File: src/rtl/apb_pkg.sv
// ============================================================================
// apb_pkg : state encoding and response codes for the APB master
// Revision: 1.0
// ============================================================================
`default_nettype none

package apb_pkg;

  typedef enum logic [1:0] {
    APB_ST_IDLE   = 2'd0,
    APB_ST_SETUP  = 2'd1,
    APB_ST_ACCESS = 2'd2,
    APB_ST_RESP   = 2'd3
  } apb_master_state_t;

  localparam logic APB_RSP_OK  = 1'b0;
  localparam logic APB_RSP_ERR = 1'b1;

endpackage

`default_nettype wire

File: src/rtl/apb_master.sv
// ============================================================================
// apb_master : single-outstanding APB initiator with bounded PREADY wait
// Revision: 1.0
// ============================================================================
`default_nettype none

module apb_master
  import apb_pkg::*;
#(
  parameter int DATA_WIDTH     = 32,
  parameter int ADDR_WIDTH     = 5,
  parameter int TIMEOUT_CYCLES = 16
) (
  input  logic                  apb_clock,
  input  logic                  apb_ares,
  input  logic                  cmd_valid,
  output logic                  cmd_ready,
  input  logic                  cmd_write,
  input  logic [ADDR_WIDTH-1:0] cmd_addr,
  input  logic [DATA_WIDTH-1:0] cmd_wdata,
  input  logic                  cmd_prot,
  output logic                  rsp_valid,
  input  logic                  rsp_ready,
  output logic [DATA_WIDTH-1:0] rsp_rdata,
  output logic                  rsp_error,
  output logic                  apb_psel,
  output logic                  apb_penable,
  output logic                  apb_pwrite,
  output logic [ADDR_WIDTH-1:0] apb_addr,
  output logic [DATA_WIDTH-1:0] apb_wdata,
  output logic                  apb_prot,
  input  logic [DATA_WIDTH-1:0] apb_rdata,
  input  logic                  apb_pready,
  input  logic                  apb_slverror
);

  localparam logic [1:0] S_IDLE   = APB_ST_IDLE;
  localparam logic [1:0] S_SETUP  = APB_ST_SETUP;
  localparam logic [1:0] S_ACCESS = APB_ST_ACCESS;
  localparam logic [1:0] S_RESP   = APB_ST_RESP;

  localparam bit TIMEOUT_EN = (TIMEOUT_CYCLES != 0);
  localparam int CNT_W      = (TIMEOUT_CYCLES > 0) ? $clog2(TIMEOUT_CYCLES + 1) : 1;
  localparam logic [CNT_W-1:0] CNT_LAST =
    (TIMEOUT_CYCLES > 0) ? CNT_W'(TIMEOUT_CYCLES - 1) : '0;

  generate
    if (DATA_WIDTH == 0) begin : g_bad_data_width
      $error("apb_master: DATA_WIDTH must be non-zero");
    end
    if (ADDR_WIDTH == 0) begin : g_bad_addr_width
      $error("apb_master: ADDR_WIDTH must be non-zero");
    end
  endgenerate

  logic [1:0]            state_q,     state_d;
  logic [CNT_W-1:0]      cnt_q,       cnt_d;
  logic                  pwrite_q,    pwrite_d;
  logic [ADDR_WIDTH-1:0] addr_q,      addr_d;
  logic [DATA_WIDTH-1:0] wdata_q,     wdata_d;
  logic                  prot_q,      prot_d;
  logic [DATA_WIDTH-1:0] rsp_rdata_q, rsp_rdata_d;
  logic                  rsp_error_q, rsp_error_d;

  always_comb begin
    state_d     = state_q;
    cnt_d       = cnt_q;
    pwrite_d    = pwrite_q;
    addr_d      = addr_q;
    wdata_d     = wdata_q;
    prot_d      = prot_q;
    rsp_rdata_d = rsp_rdata_q;
    rsp_error_d = rsp_error_q;
    case (state_q)
      S_IDLE: begin
        if (cmd_valid) begin
          pwrite_d = cmd_write;
          addr_d   = cmd_addr;
          wdata_d  = cmd_wdata;
          prot_d   = cmd_prot;
          state_d  = S_SETUP;
        end
      end
      S_SETUP: begin
        cnt_d   = '0;
        state_d = S_ACCESS;
      end
      S_ACCESS: begin
        // A completing slave wins over a timeout expiring in the same cycle.
        if (apb_pready) begin
          rsp_rdata_d = pwrite_q ? '0 : apb_rdata;
          rsp_error_d = apb_slverror;
          state_d     = S_RESP;
        end else if (TIMEOUT_EN && (cnt_q == CNT_LAST)) begin
          rsp_rdata_d = '0;
          rsp_error_d = APB_RSP_ERR;
          state_d     = S_RESP;
        end else if (TIMEOUT_EN) begin
          cnt_d = cnt_q + CNT_W'(1);
        end
      end
      S_RESP: begin
        if (rsp_ready) begin
          state_d = S_IDLE;
        end
      end
      default: state_d = S_IDLE;
    endcase
  end

  always_ff @(posedge apb_clock) begin
    if (apb_ares) begin
      state_q     <= S_IDLE;
      cnt_q       <= '0;
      pwrite_q    <= 1'b0;
      addr_q      <= '0;
      wdata_q     <= '0;
      prot_q      <= 1'b0;
      rsp_rdata_q <= '0;
      rsp_error_q <= APB_RSP_OK;
    end else begin
      state_q     <= state_d;
      cnt_q       <= cnt_d;
      pwrite_q    <= pwrite_d;
      addr_q      <= addr_d;
      wdata_q     <= wdata_d;
      prot_q      <= prot_d;
      rsp_rdata_q <= rsp_rdata_d;
      rsp_error_q <= rsp_error_d;
    end
  end

  assign cmd_ready   = (state_q == S_IDLE);
  assign rsp_valid   = (state_q == S_RESP);
  assign apb_psel    = (state_q == S_SETUP) || (state_q == S_ACCESS);
  assign apb_penable = (state_q == S_ACCESS);
  assign apb_pwrite  = pwrite_q;
  assign apb_addr    = addr_q;
  assign apb_wdata   = wdata_q;
  assign apb_prot    = prot_q;
  assign rsp_rdata   = rsp_rdata_q;
  assign rsp_error   = rsp_error_q;

endmodule

`default_nettype wire

File: config.mk
export PLATFORM = sky130hd
export DESIGN_NAME = apb_master
export DESIGN_NICKNAME = d
export VERILOG_FILES = /design/src/rtl/apb_pkg.sv /design/src/rtl/apb_master.sv
export SDC_FILE = /design/constraint.sdc
export NUM_CORES = 1
export LEC_CHECK = 0
export ABC_AREA = 1
export BUFFER_PORTS_ARGS = -buffer_cell sky130_fd_sc_hd__buf_2
export CAP_MARGIN = 20
export CORE_MARGIN = 4
export CORE_UTILIZATION = 36
export CTS_BUF_LIST = sky130_fd_sc_hd__clkbuf_16
export CTS_CLUSTER_DIAMETER = 100
export DETAILED_ROUTE_END_ITERATION = 6
export PLACE_DENSITY = 0.8
export SKIP_CTS_REPAIR_TIMING = 1
export SYNTH_ARGS = -nofsm -noshare
export SYNTH_HDL_FRONTEND = slang
export SYNTH_SLANG_ARGS = --single-unit
File: constraint.sdc
create_clock -name apb_clock -period 1.4 [get_ports apb_clock]
set_input_delay 0.28 -clock apb_clock [delete_from_list [all_inputs] [get_ports apb_clock]]
set_output_delay 0.28 -clock apb_clock [all_outputs]
set_load 0.01 [all_outputs]
==> results of run 1 <==
[per-layer routing]
layer	vias up	wire, um	part of all wire, %	track usage [%]
met5	-	0	0	0
met4	0	225	2.5	7.25
met3	22	778	8.7	5.66
met2	134	4370	49	27.7
met1	1386	3560	40	17.9
li1	1544	-	-	-
[sequential cells by signal, summed over array words and instances, names as in the netlist]
name        count
apb_wdata      32
apb_addr        5
rsp_rdata      32
apb_prot        1
rsp_error       1
state_q         2
cnt_q           5
apb_pwrite      1
[critical path, cell delays in order (launching register included)]
cell and delay [ps]:
dfxtp_2 340, ha_4 160, nand2_2 70, nor2_2 40, ha_2 190, nand2_2 100
nand2_4 70, buf_4 140, nor2_4 100, nand3_1 80, nand2_1 60, nor2_1 40
[cells by family (layout without fill, tap and decap cells)]
family / count (synthesis) / count (layout) / synth area share [%]
DFF: 79 / 79 / 53.1
AOI/OAI and AO/OA: 79 / 79 / 14.5
adders and majority gates: 6 / 6 / 2.52
buffers and inverters: 37 / 208 / 6.34
and+or+nand+nor: 181 / 181 / 23.5
[final timing paths]
path	cells past startpoint	slack, ps	end
setup / recovery	11	-110	cnt_q[3]
hold / removal	3	190	rsp_rdata[11]
setup reg to reg	11	-110	cnt_q[3]
hold reg to reg	2	460	rsp_rdata[23]
[power by group]
part / switching (mW) / leakage, nW / total (mW) / internal, mW
Sequential: 0.262 / 0.648 / 2.98 / 2.72
Combinational: 1.54 / 1.34 / 2.83 / 1.29
Clock: 0.933 / 0.168 / 2.68 / 1.75
[layout by cell type (no fill, tap or decap)]
cell / instances
clkbuf_16: 13
buf_12: 6
nor2_4: 3
dfxtp_1: 75
nand2_4: 2
o21ai_1: 2
nor2_1: 91
nor2_2: 1
buf_4: 11
ha_1: 1
nand3_1: 3
inv_1: 11
nand2_2: 20
a21oi_1: 25
ha_2: 1
nand3_2: 1
inv_6: 2
inv_4: 2
dfxtp_2: 3
dfxtp_4: 1
inv_2: 1
clkinv_1: 1
buf_2: 149
buf_6: 7
a21oi_2: 12
nand2_1: 58
nand4_1: 2
clkinv_4: 2
bufinv_16: 3
o21ai_0: 40
ha_4: 4
[area by class of cell]
class	count	area, um^2	area share, %
inverter	15	66.3	1.44
tap	102	128	2.77
clock inverter	7	120	2.61
clock buffer	9	225	4.89
timing repair buffer	177	1130	24.5
sequential	79	1590	34.5
multi-input combinational	266	1350	29.4
==> out/metrics.cfg, run 1 <==
[layout]
final_cell_area_mm2=0.00461
fin_cells=655
utilization_pct=58.4
drive_gt1_share_pct=44.1
nets=631
fillers=678
diodes=0
areaGrowthSynthToFinish_pct=54.7

[timing]
clock.fmax_ghz=0.663
rsz0062_at_grt=true
finalSetupViolations=39
layout_min_cycle_time_ps=1510
hold_viol=0
timing.slew.headroom_pct=71.1
setup_ws_ps=-108
finClkSkew_ps=6.98
min_period_over_period_pct=108
tns_ps=-3050
worstMarginPinSlew_ps=433
slew_viol_final=0
hold_ws_ps=194

[worst_hold_path]
min_from=apb_rdata[11]
hold_path_class=input port to flop

[clock_network]
root_buffer=clkbuf_16
numCtsBuffers=9
ctsHtreeMaxLevel=3
cts_tree=done
clk_pin_slew_ps=60
cts_sinks=79
insertion_delay_ps=330
clock_path_buffers=2

[grt]
first_global_vias=2900
gr-total-overflow=0
grt_max_degree=40
grt_pass1_wl_mm=13.0
grt_usage_pct=16.1
antenna_found_initial=0

[floorplan]
fp.dieH_um=99.0
num_rows=32
die_w_um=99.0
ioPinCount=153
dieArea_mm2=0.00979
core_region_area_mm2=0.00789
start_util_pct=37.8

[routing]
routed_wirelength_mm=8.93
dr.pass1.iters=4
wl_per_cell_um=13.6
drt_iter0_drc=68
detail-route-antenna-nets=0
vias=3086
drc=0
viasPerCell=4.71

[synthesis]
synth_nets=465
ys_seq_area_share_pct=53.1
synth_edf_count=0
synth_cells=382
synth_commonest_cells=nor2_1, dfxtp_1, nand2_1, o21ai_0, a21oi_1
yosysMostFrequentCell=nor2_1
ys_types=19
synth_flop_cell=dfxtp_1
yosysTopAreaCellShare_pct=53.1
syn_area_per_cell_um2=7.80
ys_ff_latch=79
async_flop_share_pct=0
yosysTopAreaCell=dfxtp_1
ys_top_cells_by_area=dfxtp_1, nor2_1, nand2_1, o21ai_0, a21oi_1
synth.cell_area_mm2=0.00298
ys_warn_count=0

[setup_path]
crit_path_end_kind=flop
crit_path_start_kind=flop
worstPathMaxFanout=4
worstSetupStartpoint=cnt_q[1]
worstPathArrival_ps=1730
cp.required_ps=1620
r2r_start=cnt_q[1]
critPathKind=flop to flop

[power_and_ir_drop]
finalPower_mw=8.49
peakVddDrop_uv=811
p_leak_nw=2.15
power_density_mw_per_mm2=1840

[run_status]
outcome=finished with violations
violations=negative setup slack

[placed_design]
gp_congestion=0.883
dp_hpwl_mm=6.00
pre_cts_ws_ps=-148
dpl-instance-area_mm2=0.00392
dp_cells=628
port_buffers=152

[flow_run]
maxCapViolations=0

(Power assumes the default switching activity.)
==> run 2, diff against run 1 <==
Settings changed: CTS_CLUSTER_DIAMETER 100 to 30, SKIP_LAST_GASP from default to 1.
==> out/metrics.cfg, run 2 (synthesis gave the netlist of run 1 again) <==
[layout]
layout_common_cells=buf_2, nor2_1, dfxtp_1, nand2_1, o21ai_0
nets=631  ; unchanged
utilization_pct=58.3  ; -0.13 points
fillers=678  ; unchanged
drive_gt1_share_pct=43.4  ; -0.72 points
final_cell_area_mm2=0.00460  ; -0.22%
final_common_cell=buf_2
diodes=0  ; unchanged
multi_input_area_mm2=0.00134  ; -0.74%
areaGrowthSynthToFinish_pct=54.4
ff_latch_area_mm2=0.00159  ; unchanged

[routing]
dr.pass1.iters=4  ; unchanged
drt_iter0_drc=67  ; -1.5%
wl_per_cell_um=13.6  ; about the same
routed_wirelength_mm=8.93  ; about the same
viasPerCell=4.78  ; +1.6%
vias=3134  ; +1.6%
drc=0  ; unchanged
detail-route-antenna-nets=0  ; unchanged

[timing]
rsz0062_at_grt=true
finClkSkew_ps=5.78  ; -1.20 ps
slew_viol_final=0  ; unchanged
timing.slew.headroom_pct=70.8  ; -0.31 points
layout_min_cycle_time_ps=1510  ; -0.883 ps
min_period_over_period_pct=108  ; about the same
worstMarginPinSlew_ps=437  ; +4.61 ps
finalSetupViolations=39  ; unchanged
clock.fmax_ghz=0.663  ; about the same
hold_viol=0  ; unchanged
setup_ws_ps=-107  ; +0.883 ps
tns_ps=-3040  ; +12.8 ps

[clock_network]
numCtsBuffers=9  ; unchanged
clk_pin_slew_ps=60  ; about the same
root_buffer=clkbuf_16
cts_tree=done
ctsHtreeMaxLevel=3  ; unchanged
clock_path_buffers=2  ; unchanged
cts_sinks=79  ; unchanged
insertion_delay_ps=330  ; about the same

[setup_path]
worstPathMaxFanout=8  ; +4
crit_path_end_kind=flop
crit_path_start_kind=flop
cp.required_ps=1600  ; -20 ps
critPathKind=flop to flop
worstPathArrival_ps=1710  ; -20 ps

[grt]
grt_usage_pct=16.1  ; unchanged
antenna_found_initial=0  ; unchanged
grt_max_degree=40  ; unchanged
gr-total-overflow=0  ; unchanged
grt_pass1_wl_mm=13.0  ; unchanged
first_global_vias=2900  ; unchanged

[run_status]
violations=negative setup slack
outcome=finished with violations

[floorplan]
ioPinCount=153  ; unchanged
core_region_area_mm2=0.00789  ; unchanged
start_util_pct=37.8  ; unchanged
fp.dieH_um=99.0  ; unchanged
dieArea_mm2=0.00979  ; unchanged
die_w_um=99.0  ; unchanged
num_rows=32  ; unchanged

[power_and_ir_drop]
p_sw_share_pct=32.2  ; -0.034 points
combPwrFrac_pct=33.3  ; about the same
peakVddDrop_uv=811  ; about the same
p_leak_nw=2.15  ; -0.13%
power_frac_clock_pct=31.5  ; about the same
finalPower_mw=8.49  ; about the same
intPower_mw=5.76  ; about the same
power_density_mw_per_mm2=1850  ; +0.13%
seqPwrFrac_pct=35.1  ; about the same
p_sw_mw=2.73  ; -0.19%

[placed_design]
port_buffers=152  ; unchanged
dp_hpwl_mm=6.00  ; unchanged
gp_congestion=0.883  ; unchanged
dpl-instance-area_mm2=0.00392  ; unchanged

[flow_run]
maxCapViolations=0  ; unchanged

[worst_hold_path]
hold_path_class=input port to flop

[run 2: cell count changes in the layout (fill, tap and decap cells not counted)]
cell	previous run	this run
nand2_1	58	62
nand2_2	20	16
[run 2: per-layer routing]
layer,wire (um),share of wire [%],global-route usage [%],vias up
met5,0,0,0,-
met4,242,2.7,7.25,0
met3,759,8.5,5.66,26
met2,4350,49,27.7,144
met1,3570,40,17.9,1420
li1,-,-,-,1544
[run 2: metrics by stage]
stage	hold WS, ps	setup slack [ps]	instances
finish	195	-107	655
detailed placement	452	-148	628
CTS	189	-207	644
floorplan	427	4.75	382
global route	195	-196	655
global placement	446	-57.2	628
[run 2: worst paths after layout]
kind,slack [ps],cells after the start,startpoint,endpoint
hold / removal,190,3,apb_rdata[11],rsp_rdata[11]
setup / recovery,-110,10,cnt_q[0],rsp_rdata[9]
setup reg to reg,-110,10,cnt_q[0],rsp_rdata[9]
hold reg to reg,460,2,rsp_rdata[23],rsp_rdata[23]
[run 2: power groups by stage]
stage	Sequential [mW]	Clock [mW]	Combinational (mW)
after CTS	2.94	2.74	2.39
after floorplan	3.19	0	1.17
final	2.98	2.68	2.83
after detailed placement	2.98	0	2.38
after global routing	3.05	2.84	3.11
after global placement	2.97	0	2.32
[run 2: layout make-up]
class	count	area share, %
clock buffers	9	4.90
clock inverters	7	2.61
inverters	15	1.44
multi-input cells	266	29.2
flip-flops and latches	79	34.6
well taps	102	2.78
repair buffers	177	24.5
[run 2: critical path, stage by stage, from the launching register on]
cell and delay, ps:
dfxtp_2 350, ha_4 140, nand2_2 60, nor2_2 110, ha_2 200, nand2_2 80
nand2_4 90, inv_6 50, clkbuf_16 160, nand2_1 70, a21oi_2 50
